<file path="src/rtl/bm_pkg.sv">
// Shared types for the block-matching scan sequencer: FSM states, the packed
// {dy,dx} candidate word and the coordinate value reported on a drain timeout.
package bm_pkg;

    typedef enum logic [1:0] {IDLE, SCAN, DRAIN, OUT} scan_state_t;

    typedef struct packed {
        logic [7:0] dy;
        logic [7:0] dx;
    } coord_t;

    localparam logic [15:0] COORD_INVALID = 16'hFFFF;

endpackage

</file>
<file path="src/rtl/scan_offset_counter.sv">
// Nested dy/dx offset counter: dy ascends in the outer loop, dx descends from
// DX_MAX to 0 in the inner loop. last flags the final offset {DY_MAX,0}.
module scan_offset_counter
    import bm_pkg::*;
#(
    parameter int DY_MAX = 7,
    parameter int DX_MAX = 47
) (
    input  logic        clk,
    input  logic        reset_n,
    input  logic        clear,
    input  logic        advance,
    output logic [15:0] coords,
    output logic        last
);

    localparam int DY_W = $clog2(DY_MAX + 1);
    localparam int DX_W = $clog2(DX_MAX + 1);

    logic [DY_W-1:0] dy_reg;
    logic [DX_W-1:0] dx_reg;
    coord_t          pos;

    always_ff @(posedge clk or negedge reset_n) begin
        if (!reset_n) begin
            dy_reg <= '0;
            dx_reg <= '0;
        end else if (clear) begin
            dy_reg <= '0;
            dx_reg <= DX_W'(DX_MAX);
        end else if (advance) begin
            if (dx_reg == '0) begin
                dx_reg <= DX_W'(DX_MAX);
                dy_reg <= (dy_reg == DY_W'(DY_MAX)) ? '0 : dy_reg + 1'b1;
            end else begin
                dx_reg <= dx_reg - 1'b1;
            end
        end
    end

    always_comb begin
        pos.dy = 8'(dy_reg);
        pos.dx = 8'(dx_reg);
    end

    assign coords = pos;
    assign last   = (dy_reg == DY_W'(DY_MAX)) && (dx_reg == '0);

endmodule

</file>
<file path="src/rtl/block_scan_sequencer.sv">
// Block-matching sequencer: accepts a job, streams every search offset to the
// SAD engine, waits for the finder result (or times out) and presents it.
// Optional performance counters are built when SCAN_PERF_EN is defined.
module block_scan_sequencer
    import bm_pkg::*;
#(
    parameter int BLK_W    = 16,
    parameter int BLK_H    = 16,
    parameter int SEARCH_W = 64,
    parameter int SEARCH_H = 24,
    parameter int DRAIN_TO = 255
) (
    input  logic        clk,
    input  logic        reset_n,
    input  logic        blk_valid,
    input  logic [15:0] blk_index,
    output logic        blk_ready,
    output logic        cand_valid,
    output logic [15:0] cand_coords,
    output logic [15:0] cand_blk_index,
    input  logic        cand_ready,
    input  logic        res_valid,
    input  logic [15:0] res_coords,
    output logic        out_valid,
    output logic [15:0] out_blk_index,
    output logic [15:0] out_coords,
    output logic        out_timeout,
    input  logic        out_ready,
    output logic        err_spurious
`ifdef SCAN_PERF_EN
    ,
    output logic [31:0] perf_stall_cnt,
    output logic [15:0] perf_blk_cycles
`endif
);

    localparam int DX_MAX = SEARCH_W - BLK_W - 1;
    localparam int DY_MAX = SEARCH_H - BLK_H - 1;

    scan_state_t state_reg;
    logic        blk_ready_reg;
    logic [7:0]  timer_reg;
    logic        accept;
    logic        advance;
    logic        last;

    // A job may be taken in the same cycle the previous result is handed off.
    assign blk_ready = blk_ready_reg || (out_valid && out_ready);
    assign accept    = blk_valid && blk_ready;
    assign advance   = (state_reg == SCAN) && cand_valid && cand_ready;

    scan_offset_counter #(
        .DY_MAX (DY_MAX),
        .DX_MAX (DX_MAX)
    ) u_offset (
        .clk     (clk),
        .reset_n (reset_n),
        .clear   (accept),
        .advance (advance),
        .coords  (cand_coords),
        .last    (last)
    );

    always_ff @(posedge clk or negedge reset_n) begin
        if (!reset_n) begin
            state_reg      <= IDLE;
            blk_ready_reg  <= 1'b1;
            cand_valid     <= 1'b0;
            cand_blk_index <= '0;
            timer_reg      <= '0;
            out_valid      <= 1'b0;
            out_blk_index  <= '0;
            out_coords     <= '0;
            out_timeout    <= 1'b0;
            err_spurious   <= 1'b0;
        end else begin
            if (res_valid && (state_reg != DRAIN))
                err_spurious <= 1'b1;

            case (state_reg)
                IDLE: begin
                    if (accept) begin
                        cand_blk_index <= blk_index;
                        cand_valid     <= 1'b1;
                        blk_ready_reg  <= 1'b0;
                        state_reg      <= SCAN;
                    end
                end
                SCAN: begin
                    if (advance && last) begin
                        cand_valid <= 1'b0;
                        timer_reg  <= '0;
                        state_reg  <= DRAIN;
                    end
                end
                DRAIN: begin
                    // A result arriving on the timeout cycle still takes priority.
                    if (res_valid) begin
                        out_valid     <= 1'b1;
                        out_coords    <= res_coords;
                        out_timeout   <= 1'b0;
                        out_blk_index <= cand_blk_index;
                        state_reg     <= OUT;
                    end else if (timer_reg == 8'(DRAIN_TO - 1)) begin
                        out_valid     <= 1'b1;
                        out_coords    <= COORD_INVALID;
                        out_timeout   <= 1'b1;
                        out_blk_index <= cand_blk_index;
                        state_reg     <= OUT;
                    end else begin
                        timer_reg <= timer_reg + 1'b1;
                    end
                end
                OUT: begin
                    if (out_ready) begin
                        out_valid <= 1'b0;
                        if (blk_valid) begin
                            cand_blk_index <= blk_index;
                            cand_valid     <= 1'b1;
                            state_reg      <= SCAN;
                        end else begin
                            blk_ready_reg <= 1'b1;
                            state_reg     <= IDLE;
                        end
                    end
                end
                default: state_reg <= IDLE;
            endcase
        end
    end

`ifdef SCAN_PERF_EN
    logic [15:0] blk_cyc_reg;

    always_ff @(posedge clk or negedge reset_n) begin
        if (!reset_n) begin
            perf_stall_cnt  <= '0;
            perf_blk_cycles <= '0;
            blk_cyc_reg     <= '0;
        end else begin
            if ((state_reg == SCAN) && !cand_ready && (perf_stall_cnt != '1))
                perf_stall_cnt <= perf_stall_cnt + 1'b1;
            if (out_valid && out_ready)
                perf_blk_cycles <= blk_cyc_reg;
            if (accept)
                blk_cyc_reg <= 16'd1;
            else if (blk_cyc_reg != '1)
                blk_cyc_reg <= blk_cyc_reg + 1'b1;
        end
    end
`endif

endmodule

</file>
<file path="config.mk">
export PLATFORM = sky130hd
export DESIGN_NAME = block_scan_sequencer
export DESIGN_NICKNAME = d
export VERILOG_FILES = /design/src/rtl/bm_pkg.sv /design/src/rtl/scan_offset_counter.sv /design/src/rtl/block_scan_sequencer.sv
export SDC_FILE = /design/constraint.sdc
export NUM_CORES = 1
export LEC_CHECK = 0
export ABC_AREA = 1
export CAP_MARGIN = 20
export CORE_MARGIN = 2
export CORE_UTILIZATION = 45
export DETAILED_ROUTE_END_ITERATION = 8
export GPL_ROUTABILITY_DRIVEN = 0
export PLACE_DENSITY = 0.8
export SETUP_SLACK_MARGIN = 0.15
export SKIP_CTS_REPAIR_TIMING = 1
export SLEW_MARGIN = 10
export SYNTH_ARGS = -nofsm -noshare
export SYNTH_HDL_FRONTEND = slang
export SYNTH_SLANG_ARGS = --single-unit
</file>
<file path="constraint.sdc">
create_clock -name clk -period 2.4 [get_ports clk]
set_input_delay 0.48 -clock clk [delete_from_list [all_inputs] [get_ports clk]]
set_output_delay 0.48 -clock clk [all_outputs]
set_load 0.01 [all_outputs]
</file>
==> reports/results.txt <==
DR vias = 2,989
post-synth top area cell = dfrtp_1
core footprint = 7730 um^2
Synth top area share = 49.4%
routed length per placed instance = 12.6 um
DRC Markers = 0
crit-path max FO = 2
DR pass1 iterations = 4
HPWL after detailed placement = 5720 um
Layout area overhead = 33.4%
H-tree Lvls = 3
die area = 8720 um^2
Ant. Diodes = 0
ANT nets after route = 0
Max Fclk = 470 MHz
die height = 93.4 um
most numerous cell in the Yosys netlist = nand2_1
sequential power share = 35.1%
Int Pwr = 0.00347 W
Routed WL = 7790 um
setup TNS = 0 ps
vias in the first global route = 2,888
clock share of power = 15.4%
Clock Latency Late Sink = 340 ps
CTS Buf Count = 9
ys flop type = dfrtp_1
top post-synthesis cells by area = dfrtp_1 (49%), nand2_1 (14%), nand3_1 (6.8%)
CP Data Arrival Time = 1650 ps
# rows = 32
switching share of total power = 40.6%
Hold Slack = 237 ps
layout cell share with drive strength beyond 1 = 10.1%
Worst IR Drop VDD = 0.892 mV
Synth top cells by count = nand2_1 (133), dfrtp_1 (71), nand3_1 (49)
Psw = 0.00237 W
die width = 93.4 um
synthesized area = 3600 um^2
Post-Syn Area per Cell = 8.71 um^2
Final Slew Violations = 0
crit share post-route = 88.6%
Layout fillers = 642
total gr overflow = 0
post-synthesis cell type count = 31
worst-margin pin slew = 881 ps
combinational share of power = 49.6%
slew margin rel. = 41.3%
Tot GR Track Use = 18.8%
final-report hold violation count = 0
min Tclk post-route = 2130 ps
register clock-pin slew on the reported worst setup and hold paths = 90 ps
status = complete, no violations
drt first-iter violations = 171
root buf cell = clkbuf_8
CTS tree = built
Synth warnings = 0
first-pass GRT wire length = 13,200 um
crit start category = primary input
DR vias/cell = 4.83
asr flop ratio synth = 100%
Top Registers = cand_blk_index (16), out_blk_index (16), out_coords (16)
final setup fails = 0
Post-synth EDFFs = 0
fin nets = 561
initial antenna violation count = 0
Setup Crit Path Kind = primary input to output pin
clock skew = 13.3 ps
RSZ-0062 raised after global routing = no
final setup margin = 273 ps
post-synthesis sequential area ratio = 50.1%
Hold Crit Class = primary input to asynchronous set/reset pin
FF+latch count, synth = 72
Pwr per Cell Area = 1220 nW/um^2
CTS sink cnt = 72
Cells after Synth = 413
pin count of the biggest net entering global routing = 73
leakage = 2.36 nW
worst-case clock buffer depth = 2
IO Port Bufs = 99
Crit path required time = 1920 ps
Max Cap Viol = 0
Initial Util = 46.6%
pre-CTS setup slack = 239 ps
Boundary Pins = 107
Crit. End Element = output pin
[path summary, 6_finish.rpt]
| path | from | to | cells past startpoint | slack, ps |
|---|---|---|---|---|
| max | out_ready | blk_ready | 4 | 270 |
| min reg2reg | blk_ready_reg$_DFFE_PN1P_ | blk_ready_reg$_DFFE_PN1P_ | 2 | 470 |
| max in group asynchronous | reset_n | u_offset.dy_reg[1]$_DFFE_PN0P_ | 1 | 1570 |
| min in group clk | blk_ready_reg$_DFFE_PN1P_ | blk_ready_reg$_DFFE_PN1P_ | 2 | 470 |
| max reg2reg | state_reg[0]$_DFFE_PN0P_ | out_coords[13]$_DFFE_PN0P_ | 6 | 420 |
| min | reset_n | out_coords[2]$_DFFE_PN0P_ | 1 | 240 |
[cell families (layout without fill, tap and decap cells)]
kind of cell,after synthesis,after routing,share of synthesized area [%]
and+or+nand+nor,240,240,29.6
DFF,72,72,50.1
buffers and inverters,60,158,8.17
AOI/OAI and AO/OA,27,27,7.65
adders and majority gates,11,11,3.83
xor gates and xnor gates,2,2,0.487
other,1,7,0.104
[cell type report]
| type | count | area [um^2] | area share, % |
|---|---|---|---|
| Clock buffer | 9 | 124 | 2.58 |
| Tap cell | 102 | 128 | 2.66 |
| Multi-Input combinational cell | 287 | 1520 | 31.7 |
| Sequential cell | 72 | 1800 | 37.6 |
| Clock inverter | 7 | 61.3 | 1.28 |
| Inverter | 40 | 150 | 3.13 |
| Timing Repair Buffer | 102 | 1010 | 21.1 |
[power groups by stage]
stage / logic, W / clock network (W) / registers [W]
after global routing: 0.00322 / 0.000982 / 0.00211
after CTS: 0.00293 / 0.000921 / 0.00205
after detailed placement: 0.00292 / 0 / 0.00207
after floorplan: 0.00150 / 0 / 0.00222
after global placement: 0.00284 / 0 / 0.00206
final: 0.00290 / 0.000897 / 0.00205
[routing by layer]
metal	share of wire [%]	track usage (%)	routed length (um)	vias to the layer above
li1	-	-	-	1494
met1	46	25.8	3580	1396
met2	47	29.6	3660	90
met3	6.0	3.46	464	9
met4	1.1	7.23	85	0
met5	0	0	0	-
[per-stage QoR]
stage	instance area [um^2]	util (%)	power, W	cells
after floorplan	3620	-	0.00373	419
after global placement	4610	59.7	0.00489	603
after detailed placement	4610	59.7	0.00499	603
after CTS	4800	62.1	0.00590	619
after global routing	4800	62.1	0.00631	619
final	4800	62.1	0.00584	619
[worst max-delay path, stage by stage]
cell	delay [ps]
clkdlybuf4s50_1	470
nand2_1	70
nand2_2	90
clkdlybuf4s50_1	540
[placed cells by master (no fill, tap or decap), drive strengths merged, types with 2 or more instances in the layout]
| master | count |
|---|---|
| o21bai | 2 |
| nor3 | 2 |
| nand4 | 9 |
| clkdlybuf4s50 | 98 |
| nand3 | 51 |
| a21oi | 19 |
| inv | 44 |
| nor2 | 37 |
| clkbuf | 9 |
| nand2 | 140 |
| o21ai | 3 |
| buf | 4 |
| ha | 11 |
| o211ai | 3 |
| conb | 7 |
| clkinvlp | 2 |
| dfrtp | 71 |
Power figures use the tool's default switching activity.
